File: config.mk
export PLATFORM = sky130hd
export DESIGN_NAME = sccb_slave
export DESIGN_NICKNAME = d
export VERILOG_FILES = /design/src/rtl/sccb_slave.sv
export SDC_FILE = /design/constraint.sdc
export NUM_CORES = 1
export LEC_CHECK = 0
export CORE_ASPECT_RATIO = 0.6
export CORE_MARGIN = 10
export CORE_UTILIZATION = 39
export CTS_CLUSTER_SIZE = 10
export DETAILED_ROUTE_END_ITERATION = 10
export HOLD_SLACK_MARGIN = 0.12
export SLEW_MARGIN = 15
export SYNTH_ARGS = -nofsm -noshare
export SYNTH_HDL_FRONTEND = slang
export SYNTH_SLANG_ARGS = --single-unit
File: constraint.sdc
create_clock -name i_Clk -period 4.3 [get_ports i_Clk]
set_clock_uncertainty 0.1 [all_clocks]
set_input_delay 0.86 -clock i_Clk [delete_from_list [all_inputs] [get_ports i_Clk]]
set_output_delay 0.86 -clock i_Clk [all_outputs]
set_load 0.01 [all_outputs]
File: src/rtl/sccb_slave.sv
// sccb_slave: SCCB write-only slave receiver.
// Oversamples SIO_C/SIO_D on i_Clk, assembles ID / sub-address / data
// from a 27-sample frame and reports a register write on the stop condition.
// Optional feature: define SCCB_SLAVE_DATA_INV_EN to invert every sampled
// bit before it is shifted in (for masters that drive complemented data).
module sccb_slave #(
  parameter logic [7:0] DEV_ID      = 8'h42,
  parameter int         TIMEOUT_CYC = 4000
) (
  input  logic       i_Clk,
  input  logic       i_Rst,
  input  logic       i_SIO_C,
  input  logic       i_SIO_D,
  output logic       o_WrEn,
  output logic [7:0] o_WrAddr,
  output logic [7:0] o_WrData,
  output logic       o_IdErr,
  output logic       o_Busy
);

  typedef enum logic [1:0] {IDLE, RECV, WAIT_STOP, DRAIN} state_t;

  localparam logic [15:0] TIMEOUT_VAL = 16'(TIMEOUT_CYC);

  // bit 1 = SIO_C, bit 0 = SIO_D
  logic [1:0]  sync_meta_reg;
  logic [1:0]  sync_reg;
  logic [1:0]  sync_prev_reg;

  state_t      state_reg, state_next;
  logic [4:0]  bit_cnt_reg, bit_cnt_next;
  logic [15:0] idle_cnt_reg, idle_cnt_next;
  logic [7:0]  shift_reg, shift_next;
  logic [7:0]  id_reg, id_next;
  logic [7:0]  addr_reg, addr_next;
  logic [7:0]  data_reg, data_next;
  logic        wr_en_reg, wr_en_next;
  logic        id_err_reg, id_err_next;
  logic [7:0]  wr_addr_reg, wr_addr_next;
  logic [7:0]  wr_data_reg, wr_data_next;

  logic        sioc_fall;
  logic        sioc_edge;
  logic        stop_det;
  logic        timeout;
  logic        sample_bit;
  logic [4:0]  bit_cnt_inc;
  logic [7:0]  shift_in;

  // Two-flop synchronisers plus one history flop for edge detection
  always_ff @(posedge i_Clk or negedge i_Rst) begin
    if (!i_Rst) begin
      sync_meta_reg <= 2'b00;
      sync_reg      <= 2'b00;
      sync_prev_reg <= 2'b00;
    end else begin
      sync_meta_reg <= {i_SIO_C, i_SIO_D};
      sync_reg      <= sync_meta_reg;
      sync_prev_reg <= sync_reg;
    end
  end

  // Stop = SIO_D rising while SIO_C is high; data is sampled on SIO_C falling
  assign sioc_fall   = sync_prev_reg[1] & ~sync_reg[1];
  assign sioc_edge   = sync_prev_reg[1] ^ sync_reg[1];
  assign stop_det    = sync_reg[1] & ~sync_prev_reg[0] & sync_reg[0];
  assign timeout     = (idle_cnt_reg >= TIMEOUT_VAL);
  assign bit_cnt_inc = bit_cnt_reg + 5'd1;
  assign shift_in    = {shift_reg[6:0], sample_bit};

`ifdef SCCB_SLAVE_DATA_INV_EN
  assign sample_bit = ~sync_reg[0];
`else
  assign sample_bit = sync_reg[0];
`endif

  // Frame state machine: next state, byte capture and output pulses
  always_comb begin
    state_next    = state_reg;
    bit_cnt_next  = bit_cnt_reg;
    shift_next    = shift_reg;
    id_next       = id_reg;
    addr_next     = addr_reg;
    data_next     = data_reg;
    wr_en_next    = 1'b0;
    id_err_next   = 1'b0;
    wr_addr_next  = wr_addr_reg;
    wr_data_next  = wr_data_reg;
    idle_cnt_next = idle_cnt_reg;

    if (sioc_edge) begin
      idle_cnt_next = 16'd0;
    end else if (idle_cnt_reg != 16'hFFFF) begin
      idle_cnt_next = idle_cnt_reg + 16'd1;
    end

    case (state_reg)
      IDLE: begin
        if (sioc_fall) begin
          shift_next   = shift_in;
          bit_cnt_next = 5'd1;
          state_next   = RECV;
        end
      end
      RECV: begin
        if (timeout) begin
          bit_cnt_next = 5'd0;
          state_next   = IDLE;
        end else if (sioc_fall) begin
          // The byte is the 8 samples before the don't-care sample
          shift_next   = shift_in;
          bit_cnt_next = bit_cnt_inc;
          case (bit_cnt_inc)
            5'd9:    id_next   = shift_reg;
            5'd18:   addr_next = shift_reg;
            5'd27: begin
              data_next  = shift_reg;
              state_next = WAIT_STOP;
            end
            default: ;
          endcase
        end
      end
      WAIT_STOP: begin
        if (timeout) begin
          bit_cnt_next = 5'd0;
          state_next   = IDLE;
        end else if (sioc_fall) begin
          state_next = DRAIN;
        end else if (stop_det) begin
          bit_cnt_next = 5'd0;
          state_next   = IDLE;
          if (id_reg == DEV_ID) begin
            wr_en_next   = 1'b1;
            wr_addr_next = addr_reg;
            wr_data_next = data_reg;
          end else begin
            id_err_next = 1'b1;
          end
        end
      end
      DRAIN: begin
        if (timeout || stop_det) begin
          bit_cnt_next = 5'd0;
          state_next   = IDLE;
        end
      end
      default: begin
        bit_cnt_next = 5'd0;
        state_next   = IDLE;
      end
    endcase
  end

  // State and datapath registers
  always_ff @(posedge i_Clk or negedge i_Rst) begin
    if (!i_Rst) begin
      state_reg    <= IDLE;
      bit_cnt_reg  <= 5'd0;
      idle_cnt_reg <= 16'd0;
      shift_reg    <= 8'h00;
      id_reg       <= 8'h00;
      addr_reg     <= 8'h00;
      data_reg     <= 8'h00;
      wr_en_reg    <= 1'b0;
      id_err_reg   <= 1'b0;
      wr_addr_reg  <= 8'h00;
      wr_data_reg  <= 8'h00;
    end else begin
      state_reg    <= state_next;
      bit_cnt_reg  <= bit_cnt_next;
      idle_cnt_reg <= idle_cnt_next;
      shift_reg    <= shift_next;
      id_reg       <= id_next;
      addr_reg     <= addr_next;
      data_reg     <= data_next;
      wr_en_reg    <= wr_en_next;
      id_err_reg   <= id_err_next;
      wr_addr_reg  <= wr_addr_next;
      wr_data_reg  <= wr_data_next;
    end
  end

  assign o_WrEn   = wr_en_reg;
  assign o_IdErr  = id_err_reg;
  assign o_WrAddr = wr_addr_reg;
  assign o_WrData = wr_data_reg;
  assign o_Busy   = (state_reg != IDLE);

endmodule

==> metrics, run 1 <==
clock tree sinks a little under 80; Clock Power Share about two fifths; 1st-pass router iterations 4; height of the die roughly 95 um; global-route wire length before repair between 10 and 15 mm; P&R area growth vs syn 18.0%; Post-CTS Resized 0; Psw 0.529 mW; combinational power share between 10 and 15%; die area 13900 um2; final setup vio count 0; share of the synthesized area in the top cell type between 50% and 60%; Total Negative Setup Slacks 0 ns; DPL Wire Length ~5 mm; initial antenna violation count 0; worst endpoint required time roughly 4.4 ns; max-cap violations 0; Commonest cells post-synth dfrtp_1 (79), mux2_2 (39), nand2_1 (21); CTS tree done; Starting Density between 40% and 50%; Seq/Total Area, Yosys 53.7%; Vias about 2300; Placed Instances 437; I/O pins 23; Post-Syn Area about 3700 um2; Rel. slew slack 34.7%; RSZ-0062 raised after global routing false; endpoints failing hold 0; Post-synth EDFFs 0; Crit Path Max Fanout 17; CP endpoint kind register; Yosys cell types 56; fmax roughly 360 MHz; CTS max path bufs 2; max-slew violations 0; measured slew at the worst slew-check pin 0.980 ns; share of cells above drive strength 1 22.6%; wire per inst approximately 16 um; port bufs 22; Net Count, Synth roughly 300; CP Launch Type register; vias in the first global route 2256; placer congestion estimate 0.802; Post-Syn Instances between 200 and 300; max reg flops 16; clock-pin slew on the worst setup and hold paths ~0.060 ns; Synth area leader dfrtp_1; Min-Delay Path Class register to register; WHS approximately 0.25 ns; Final Critical Period ~2.8 ns; Static Leak a little under 2 nW; hold-fix buffers at CTS 0; DRC 0; layout net count about 330; crit share post-route 65.0%; Clock Latency Late Sink about 0.33 ns; Ys Warns 0; Final Non-Filler Cells around 450; Post-CTS Setup Bufs 0; cts bufs inserted 9; fillers 816; sequential fraction of design power roughly 46%; clock tree root driver cell clkbuf_16; top_reg_cell synth dfrtp_1; diode count 0; Vias per Instance 5.15; die width between 100 and 150 um; register bit total from synthesis 79; DRT Wirelength between 7 and 8 mm; Syn Area/Cell 12.5 um2; largest net degree at the start of global routing 80; grt total ovfl 0; core area 9190 um2; PD cells about 480 nW/um2; post-route ant nets 0; cell internal pwr 1.56 mW; run status completed; classification of the worst setup path register to register; most frequent cell after synthesis dfrtp_1; Max VDD drop ~0.21 mV; H-tree Lvls 3; switching share of total power about 25%; row count 27; GRT Util Overall a little over a tenth; asr flop ratio synth 100%; largest cells by area after synthesis dfrtp_1 (54%), mux2_2 (12%), mux2_4 (3.7%); WP data arrival slightly below 3 ns; Iteration-0 DRC Markers 123
placed cells by master, fill, tap and decap left out, types with 6 or more instances in the layout:
master / count
nand2b_1: 9
ha_1: 7
inv_1: 13
clkdlybuf4s50_1: 21
nand3_1: 11
o21ai_0: 7
nand4_1: 6
mux2i_1: 8
a21oi_1: 7
nand2_1: 21
mux2_2: 39
mux2_4: 9
dfrtp_1: 79
clkbuf_16: 9
critical path: stages, from the launching register on:
cell and delay (ns):
dfrtp_1 0.44, or4_4 0.60, a21o_1 0.29, nor3_4 0.82
mux2_2 0.42
power groups by stage:
stage,Combinational (mW),Clock [mW],Sequential (mW)
floorplan,0.215,0,0.910
finish,0.260,0.875,0.950
CTS,0.263,0.898,0.949
global route,0.294,0.928,0.969
detailed placement,0.261,0,0.962
global placement,0.256,0,0.959
cell type report:
type | instances | area, um2 | area share (%)
flip-flops and latches | 79 | 1980 | 45.5
multi-input cells | 192 | 1590 | 36.5
clock buffers | 11 | 243 | 5.59
repair buffers | 23 | 225 | 5.18
well taps | 130 | 163 | 3.74
clock inverters | 5 | 104 | 2.39
inverters | 13 | 48.8 | 1.12
routing by layer:
metal / GRT usage [%] / vias to the layer above / share of wire [%]
met1: 15.9 / 1164 / 55
met4: 4.27 / 0 / 1.3
met2: 13.4 / 42 / 39
li1: - / 1117 / -
met5: 0 / - / 0
met3: 4.07 / 10 / 4.8
worst paths after layout:
kind / from / endpoint / slack, ns / cells after the start
worst max-delay path: idle_cnt_reg[13] / o_WrData[4] / 1.51 / 4
min in group asynchronous: i_Rst / idle_cnt_reg[2] / 0.58 / 1
worst min-delay path: sync_meta_reg[0] / sync_reg[0] / 0.25 / 0
max in group asynchronous: i_Rst / state_reg[0] / 2.88 / 1
worst max register to register: idle_cnt_reg[13] / o_WrData[4] / 1.51 / 4
worst min register to register: sync_meta_reg[0] / sync_reg[0] / 0.25 / 0
kinds of logic (layout without fill, tap and decap cells):
| group | count (synthesis) | count (layout) | share of synthesized area, % |
|---|---|---|---|
| simple gates | 83 | 83 | 13.5 |
| flops | 79 | 79 | 53.7 |
| mux | 56 | 56 | 17.8 |
| compound gates | 44 | 44 | 8.97 |
| buf+inv | 24 | 52 | 3.23 |
| fa+ha+maj | 7 | 7 | 2.38 |
| xor+xnor | 2 | 2 | 0.476 |
per-stage QoR:
stage / util, % / total power, mW / setup slack, ns / area [um2]
6_report: 47.3 / 2.08 / 1.51 / 4350
5_1_grt: 47.3 / 2.19 / 1.34 / 4350
4_1_cts: 47.3 / 2.11 / 1.46 / 4350
3_5_place_dp: 43.5 / 1.22 / 1.46 / 4000
3_3_place_gp: 43.5 / 1.21 / 1.55 / 4000
2_1_floorplan: - / 1.13 / 1.97 / 3680
Note: power is estimated with default switching activity, not from simulation.
==> inputs of run 2 (changes only) <==
clock period = 2.4 ns   (was 4.3 ns; I/O delays follow)
==> metrics, run 2 (synthesized netlist as in run 1, its figures left out) <==
measured slew at the worst slew-check pin 0.599 ns (-0.381 ns); core area 9190 um2 (unchanged); run status completed; cts bufs inserted 9 (unchanged); clock tree sinks 79 (unchanged); Vias per Instance 5.13 (-0.31%); grt total ovfl 0 (unchanged); most frequent cells in the layout dfrtp_1 (79), mux2_2 (39), nand2_1 (21), clkdlybuf4s50_1 (21), inv_1 (13); max reg flops 16 (unchanged); CTS tree done; endpoints failing hold 0 (unchanged); die width 145 um (unchanged); WP data arrival 2.44 ns (-0.47 ns); CP endpoint kind register; I/O pins 23 (unchanged); P&R area growth vs syn 19.2%; layout net count 340 (+3.3%); clock tree root driver cell clkbuf_16; FF-to-FF setup slack 0.07 ns (-1.43 ns); worst endpoint required time 2.51 ns (-1.91 ns); clock-pin slew on the worst setup and hold paths 0.06 ns (about the same); Starting Density 40.1% (unchanged); Worst path max stage delay 0.54 ns (-0.28 ns); Total Negative Setup Slacks 0 ns (unchanged); Vias 2377 (+1.9%); height of the die 95.3 um (unchanged); H-tree Lvls 3 (unchanged); 1st-pass router iterations 4 (unchanged); max-slew violations 0 (unchanged); initial antenna violation count 0 (unchanged); DRT Wirelength 7.45 mm (+5.5%); worst path buffer plus inverter count 0 (unchanged); Iteration-0 DRC Markers 185 (+50%); share of cells above drive strength 1 24.3% (+1.7 points); row count 27 (unchanged); final setup vio count 0 (unchanged); Worst path slowest cell or4_4; most common cell after layout, fill and taps aside dfrtp_1; DPL Wire Length 5.24 mm (+6.3%); diode count 0 (unchanged); wire per inst 16.1 um (+3.2%); vias in the first global route 2341 (+3.8%); Post-CTS Resized 0 (unchanged); fmax 430 MHz (+20%); Static Leak 1.99 nW (+1.3%); classification of the worst setup path register to register; Clock Latency Late Sink 0.33 ns (about the same); Crit Path Max Fanout 9 (-8); Max VDD drop 0.341 mV (+63%); placer congestion estimate 0.807 (+0.66%); CP delay by family, top compound AO/OA/AOI/OAI gates; Final Critical Period 2.33 ns (-0.468 ns); RSZ-0062 raised after global routing false; Final Util 47.8% (+0.48 points); PD cells 798 nW/um2 (+66%); post-route ant nets 0 (unchanged); CP Launch Type register; crit share post-route 97.0% (+32 points); DRC 0 (unchanged); CTS max path bufs 2 (unchanged); Rel. slew slack 59.9% (+25 points); Min-Delay Path Class register to register; WHS 0.247 ns (+0.000349 ns); global-route wire length before repair 12.5 mm (+6.0%); worst path cell trace or4_4, a21o_1, a21oi_2, mux2_2; port bufs 22 (unchanged); max-cap violations 0 (unchanged); GRT Util Overall 11.2% (+0.49 points); largest net degree at the start of global routing 39 (-51%); die area 13900 um2 (unchanged)
## run 2: cell types whose count changed in the layout (fill, tap and decap cells not counted)
cell           delta
buf_12            +2
dlygate4sd3_1     +1
inv_6             -1
clkinv_2          +1
clkbuf_8          -1
bufinv_16         -2
clkbuf_1          +1
clkinvlp_4        +1
buf_4             +8
## run 2: power breakdown
part           internal, mW  switching (mW)  leakage, nW
clock network         0.796           0.510        0.135
logic                 0.248           0.236        0.800
registers              1.50           0.207         1.06
## run 2: layout make-up
class / count / area [um2]
clock inverter: 4 / 47.5
timing repair buffer: 34 / 335
sequential: 79 / 1980
multi-input combinational: 192 / 1590
clock buffer: 11 / 233
inverter: 13 / 48.8
fill: 832 / 4800
tap: 130 / 163
## run 2: per-layer routing
layer	up-vias	GRT usage, %	share of wire, %
li1	1138	-	-
met1	1190	16.6	56
met2	40	15.0	40
met3	9	3.26	3.3
met4	0	3.94	1.2
met5	-	0	0
## run 2: what timing repair did
item | CTS | global route
hold buffers | 1 | 0
buffers inserted | 0 | 0
hold endpoints to repair | 36 | 0
## run 2: through the flow
stage               worst slack, ns  total power [mW]  instances  cell area, um2
floorplan                    0.0729              2.02        295            3680
global placement              0.172              2.19        447            4100
detailed placement           0.0949              2.21        447            4100
CTS                          0.0650              3.53        463            4390
global route                 0.0154              3.68        463            4390
finish                       0.0730              3.50        463            4390
## run 2: final timing paths
kind,cells after the start,from,end
worst max-delay path,4,idle_cnt_reg[15],shift_reg[5]
worst min-delay path,0,sync_meta_reg[1],sync_reg[1]
worst max register to register,4,idle_cnt_reg[15],shift_reg[5]
worst min register to register,0,sync_meta_reg[1],sync_reg[1]
max in group asynchronous,3,i_Rst,shift_reg[0]
min in group asynchronous,2,i_Rst,idle_cnt_reg[2]
